`config.mk`:
```
export PLATFORM = sky130hd
export DESIGN_NAME = ifu_fetch
export DESIGN_NICKNAME = d
export VERILOG_FILES = /design/src/rtl/ifu_fetch_pkg.sv /design/src/rtl/ifu_fifo.sv /design/src/rtl/ifu_fetch.sv
export SDC_FILE = /design/constraint.sdc
export NUM_CORES = 1
export LEC_CHECK = 0
export BUFFER_PORTS_ARGS = -buffer_cell sky130_fd_sc_hd__buf_2
export CORE_UTILIZATION = 50
export CTS_BUF_LIST = sky130_fd_sc_hd__clkbuf_8 sky130_fd_sc_hd__clkbuf_16
export CTS_CLUSTER_SIZE = 40
export DETAILED_ROUTE_END_ITERATION = 7
export GPL_ROUTABILITY_DRIVEN = 1
export GPL_TIMING_DRIVEN = 1
export PLACE_DENSITY = 0.74
export SYNTH_ARGS = -nofsm -noshare
export SYNTH_HDL_FRONTEND = slang
export SYNTH_SLANG_ARGS = --single-unit
export TNS_END_PERCENT = 10
```
`constraint.sdc`:
```
create_clock -name clk -period 4.5 [get_ports clk]
set_clock_uncertainty 0.15 [all_clocks]
set_input_delay 0.225 -clock clk [delete_from_list [all_inputs] [get_ports clk]]
set_output_delay 0.225 -clock clk [all_outputs]
set_load 0.01 [all_outputs]
```
`src/rtl/ifu_fetch_pkg.sv`:
```
// rtl/ifu_fetch_pkg.sv - shared constants and types for the instruction fetch unit
package ifu_fetch_pkg;

  localparam logic [31:0] INST_NOP         = 32'h0000_0013;
  localparam logic [31:0] ZERO_WORD        = 32'h0000_0000;
  localparam logic [31:0] RESET_PC_DEFAULT = 32'h0000_0000;

  typedef struct packed {
    logic [31:0] addr;
    logic [31:0] inst;
  } fetch_entry_t;

  function automatic logic [31:0] word_align(input logic [31:0] a);
    return {a[31:2], 2'b00};
  endfunction

endpackage

```
`src/rtl/ifu_fifo.sv`:
```
// rtl/ifu_fifo.sv - fetch buffer of {addr, inst} entries with push/pop/flush
module ifu_fifo
  import ifu_fetch_pkg::*;
#(
  parameter int DEPTH = 2,
  localparam int AW = $clog2(DEPTH),
  localparam int CW = AW + 1
) (
  input  logic         clk,
  input  logic         rst_n,
  input  logic         push_i,
  input  fetch_entry_t push_data_i,
  input  logic         pop_i,
  input  logic         flush_i,
  output fetch_entry_t head_o,
  output logic [CW-1:0] count_o
);

  fetch_entry_t  mem_q [DEPTH];
  fetch_entry_t  mem_d [DEPTH];
  logic [AW-1:0] wptr_q, wptr_d;
  logic [AW-1:0] rptr_q, rptr_d;
  logic [CW-1:0] count_q, count_d;
  logic          do_push, do_pop;

  always_comb begin
    mem_d   = mem_q;
    wptr_d  = wptr_q;
    rptr_d  = rptr_q;
    count_d = count_q;
    do_push = push_i && (count_q != CW'(DEPTH));
    do_pop  = pop_i && (count_q != '0);
    // Flush wins over a same-cycle push or pop.
    if (flush_i) begin
      wptr_d  = '0;
      rptr_d  = '0;
      count_d = '0;
    end else begin
      if (do_push) begin
        mem_d[wptr_q] = push_data_i;
        wptr_d        = wptr_q + AW'(1);
      end
      if (do_pop) begin
        rptr_d = rptr_q + AW'(1);
      end
      count_d = count_q + CW'(do_push) - CW'(do_pop);
    end
  end

  always_ff @(posedge clk or negedge rst_n) begin
    if (!rst_n) begin
      for (int i = 0; i < DEPTH; i++) begin
        mem_q[i] <= '0;
      end
      wptr_q  <= '0;
      rptr_q  <= '0;
      count_q <= '0;
    end else begin
      mem_q   <= mem_d;
      wptr_q  <= wptr_d;
      rptr_q  <= rptr_d;
      count_q <= count_d;
    end
  end

  assign head_o  = mem_q[rptr_q];
  assign count_o = count_q;

endmodule

```
`src/rtl/ifu_fetch.sv`:
```
// rtl/ifu_fetch.sv - fetch stage: PC, credit-limited bus requests, redirect flush
module ifu_fetch
  import ifu_fetch_pkg::*;
#(
  parameter logic [31:0] RESET_PC   = RESET_PC_DEFAULT,
  parameter int          FIFO_DEPTH = 2
) (
  input  logic        clk,
  input  logic        rst_n,
  output logic        ibus_req_o,
  output logic [31:0] ibus_addr_o,
  input  logic        ibus_gnt_i,
  input  logic        ibus_rvalid_i,
  input  logic [31:0] ibus_rdata_i,
  input  logic        jump_flag_i,
  input  logic [31:0] jump_addr_i,
  input  logic        hold_i,
  output logic        inst_valid_o,
  output logic [31:0] inst_o,
  output logic [31:0] inst_addr_o
);

  localparam int AW = $clog2(FIFO_DEPTH);
  localparam int CW = AW + 1;

  logic [31:0]   pc_q, pc_d;
  logic [CW-1:0] out_q, out_d;
  logic [CW-1:0] disc_q, disc_d;
  logic [31:0]   aq_q [FIFO_DEPTH];
  logic [31:0]   aq_d [FIFO_DEPTH];
  logic [AW-1:0] aq_wr_q, aq_wr_d;
  logic [AW-1:0] aq_rd_q, aq_rd_d;

  fetch_entry_t  head;
  fetch_entry_t  push_data;
  logic [CW-1:0] fifo_count;
  logic [CW:0]   in_use;
  logic          pop, grant, resp, push;

  always_comb begin
    inst_valid_o = (fifo_count != '0);
    pop          = inst_valid_o & ~hold_i & ~jump_flag_i;
    // Buffered plus in-flight words may never exceed the buffer size.
    in_use       = {1'b0, fifo_count} + {1'b0, out_q} - (CW + 1)'(pop);
    ibus_req_o   = rst_n & (in_use < (CW + 1)'(FIFO_DEPTH));
    grant        = ibus_req_o & ibus_gnt_i;
    resp         = ibus_rvalid_i & (out_q != '0);
    push         = resp & (disc_q == '0) & ~jump_flag_i;
    push_data    = '{addr: aq_q[aq_rd_q], inst: ibus_rdata_i};

    ibus_addr_o  = pc_q;
    inst_o       = inst_valid_o ? head.inst : INST_NOP;
    inst_addr_o  = inst_valid_o ? head.addr : ZERO_WORD;
  end

  always_comb begin
    pc_d    = pc_q;
    out_d   = out_q + CW'(grant) - CW'(resp);
    disc_d  = disc_q;
    aq_d    = aq_q;
    aq_wr_d = aq_wr_q;
    aq_rd_d = aq_rd_q;

    if (jump_flag_i) begin
      pc_d   = word_align(jump_addr_i);
      disc_d = out_d;
    end else begin
      if (grant) begin
        pc_d = pc_q + 32'd4;
      end
      if (resp && (disc_q != '0)) begin
        disc_d = disc_q - CW'(1);
      end
    end

    // Grant addresses are queued in bus order, independent of discard.
    if (grant) begin
      aq_d[aq_wr_q] = pc_q;
      aq_wr_d       = aq_wr_q + AW'(1);
    end
    if (resp) begin
      aq_rd_d = aq_rd_q + AW'(1);
    end
  end

  always_ff @(posedge clk or negedge rst_n) begin
    if (!rst_n) begin
      pc_q    <= RESET_PC;
      out_q   <= '0;
      disc_q  <= '0;
      aq_wr_q <= '0;
      aq_rd_q <= '0;
      for (int i = 0; i < FIFO_DEPTH; i++) begin
        aq_q[i] <= '0;
      end
    end else begin
      pc_q    <= pc_d;
      out_q   <= out_d;
      disc_q  <= disc_d;
      aq_wr_q <= aq_wr_d;
      aq_rd_q <= aq_rd_d;
      aq_q    <= aq_d;
    end
  end

  ifu_fifo #(
    .DEPTH(FIFO_DEPTH)
  ) u_fifo (
    .clk        (clk),
    .rst_n      (rst_n),
    .push_i     (push),
    .push_data_i(push_data),
    .pop_i      (pop),
    .flush_i    (jump_flag_i),
    .head_o     (head),
    .count_o    (fifo_count)
  );

endmodule
```
==> impl_metrics.ini <==
[status]
status = finished clean

[worst_setup_path]
cp_slowest_cell = dlygate4sd3_1
startpoint = hold_i
path_class = in2reg
r2r_start = u_fifo.count_o[0]
start_kind = input pin
rr_worst_depth = 13
worstPathRequired_ns = 4.74
arrival_ns = 3.97
r2r-end = disc_q[1]
path_max_fanout = 9
rrSetupSlack_ns = 0.83
cp-endpoint = disc_q[1]
end_kind = flip-flop
path_buf_inv = 3
crit_chain = dlygate4sd3_1 > buf_2 > nor3_1 > ha_1 > nand2b_1 > fa_1 > xor2_1 > nand3_1 > ha_1 > inv_1 > ha_1 > xnor2_1 > xnor2_1 > mux2_2
crit_top_cell = ha_1
critical_path_depth = 14
critPathMaxStageDelay_ns = 0.58
crit_family = adder cells

[yosys]
synth_flop_cell = dfrtp_1
seq_area_frac_synth_pct = 53.8
ys_ff_latch = 224
synth_most_common_cell = dfrtp_1
synth_area_um2 = 10400
postSynthAreaPerCell_um2 = 11.2
yosys.area.top_type = dfrtp_1
synth_cell_types = 44
synth_area_leaders = dfrtp_1, mux2i_1, mux2_2
synth_edf_count = 0
synth_common_cells = dfrtp_1, nor2_1, mux2i_1, mux2_2, nand2_1
ys.warnings.count = 0
syn_inst = 930
synth_top_area_share_pct = 53.8
async_flop_share_pct = 100

[timing]
finalMaxSlewViolations = 0
setup_violations = 0
rsz0062_at_grt = false
finalSetupTns_ns = 0
finalWorstSetupSlack_ns = 0.775
timing.fmax_ghz = 0.268
period_share_pct = 82.8
layout_min_cycle_time_ns = 3.73
max_slew_margin_pct = 19.1
worstMarginPinSlew_ns = 1.21
hold_viol = 0

[placement]
io_buffers = 161
dpl.hpwl_um = 15000
dp_slack_ns = 0.868
gp_congestion = 0.851
placed_cells = 1312

[floorplanning]
io_pins = 168
start_util_pct = 51.3
die_x_um = 146
die_area_um2 = 21400
die_height_um = 146
fp-row-count = 52
coreArea_um2 = 20300

[clocking]
cts_tree = yes
cts_max_level = 1
clkSinkCount = 224
root_buffer = clkbuf_16
hold_buffers = 64
cts_setup_buffers = 0
path_clk_slew_ns = 0.06
clockBufferDepth = 3
clk_latency_ns = 0.51
numCtsBuffers = 25
cts_resized = 0

[detailed_routing]
drt_wl_total_um = 23900
num_vias = 7740
drc = 0
ant_nets = 0
wire_per_inst_um = 16.8
vias_per_cell = 5.45
drt_iter0_markers = 400
firstDrtPassIters = 5

[power_and_ir_drop]
powerDensity_nw_per_um2 = 581
vdd_drop_max_v = 0.000313
leakage_nw = 5.92

[finish]
area_growth_pct = 23.2
antenna_cells = 0
nNetsFinal = 1212
nFillCells = 1597
final_layout_size_suffix_gt1_share_pct = 24.3
final_cells = 1421

[grt]
grt_pass1_vias = 8053
grt_usage_pct = 23.4
antenna_found_initial = 0
grt_pass1_wl_um = 40700
grt_max_degree = 83
grt.overflow.total = 0

[worst_hold_path]
min_path_type = in2async

[job]
maxCapViolCount = 0
-- state kept, by name, indices dropped and copies added, names as in the netlist --
| name | count |
|---|---|
| aq_wr_q | 1 |
| aq_q | 60 |
| aq_rd_q | 1 |
| u_fifo.mem_q | 124 |
| u_fifo.wptr_q | 1 |
| u_fifo.count_o | 2 |
| u_fifo.rptr_q | 1 |
| out_q | 2 |
| disc_q | 2 |
| ibus_addr_o | 30 |
-- per-stage QoR --
stage	utilization (%)	power [mW]	hold slack (ns)	instance area, µm²
finish	63.2	7.46	0.0546	12800
global route	63.2	7.99	0.0846	12800
CTS	63.2	7.53	0.0539	12800
detailed placement	56.3	5.61	0.00618	11400
global placement	56.3	5.49	0.00227	11400
floorplan	-	4.89	-0.221	10400
-- report_power, final --
group          leakage (nW)  switching (mW)  internal, mW
Sequential             2.79           0.510          2.79
Clock                 0.416           0.778          1.07
Combinational          2.72            1.17          1.14
Total                  5.92            2.45          5.00
-- cells in the final DEF (no fill, tap or decap), drive strengths merged, types with 7 or more instances in the layout --
cell,netlist,layout
a21oi,31,31
a31oi,10,10
buf,18,174
xnor2,12,12
clkbuf,47,29
o31ai,9,9
ha,8,8
nand2,63,63
nor2,110,110
nand4,17,17
nand3,22,22
or4,16,16
mux2i,94,94
dlygate4sd3,0,64
inv,13,25
o21ai,50,50
mux2,122,122
dfrtp,224,224
nor3,7,7
-- metal layers --
layer	track usage, %	vias up	routed length (µm)
li1	-	3677	-
met1	32.0	3813	10900
met2	39.5	218	11500
met3	3.13	32	1180
met4	5.52	0	415
met5	0	-	0
-- cell type report --
type	count	area (µm²)	share of cell area (%)
clock buffer	29	681	5.30
clock inverter	16	77.6	0.604
inverter	13	48.8	0.380
multi-input combinational	631	4530	35.3
sequential	224	5610	43.7
tap	270	338	2.63
timing repair buffer	238	1550	12.1
-- kinds of logic (layout without fill, tap and decap cells) --
logic type / count (synthesis) / after routing / synth area share, %
and+or+nand+nor: 270 / 270 / 12.1
DFF: 224 / 224 / 53.8
muxes: 216 / 216 / 22.2
AOI/OAI and AO/OA: 115 / 115 / 6.26
buffers and inverters: 78 / 296 / 3.00
xor gates and xnor gates: 17 / 17 / 1.43
adders and majority gates: 9 / 9 / 1.15
other: 1 / 4 / 0.0360
-- worst min path at each step --
stage | from | endpoint | slack [ns]
after floorplan | rst_n | aq_q[10] | -0.22
after global placement | rst_n | u_fifo.mem_q[19] | 0.002
after detailed placement | rst_n | u_fifo.mem_q[78] | 0.006
after CTS | rst_n | u_fifo.mem_q[85] | 0.05
after global routing | rst_n | u_fifo.mem_q[78] | 0.08
final | rst_n | u_fifo.mem_q[78] | 0.05
(Power assumes the default switching activity.)
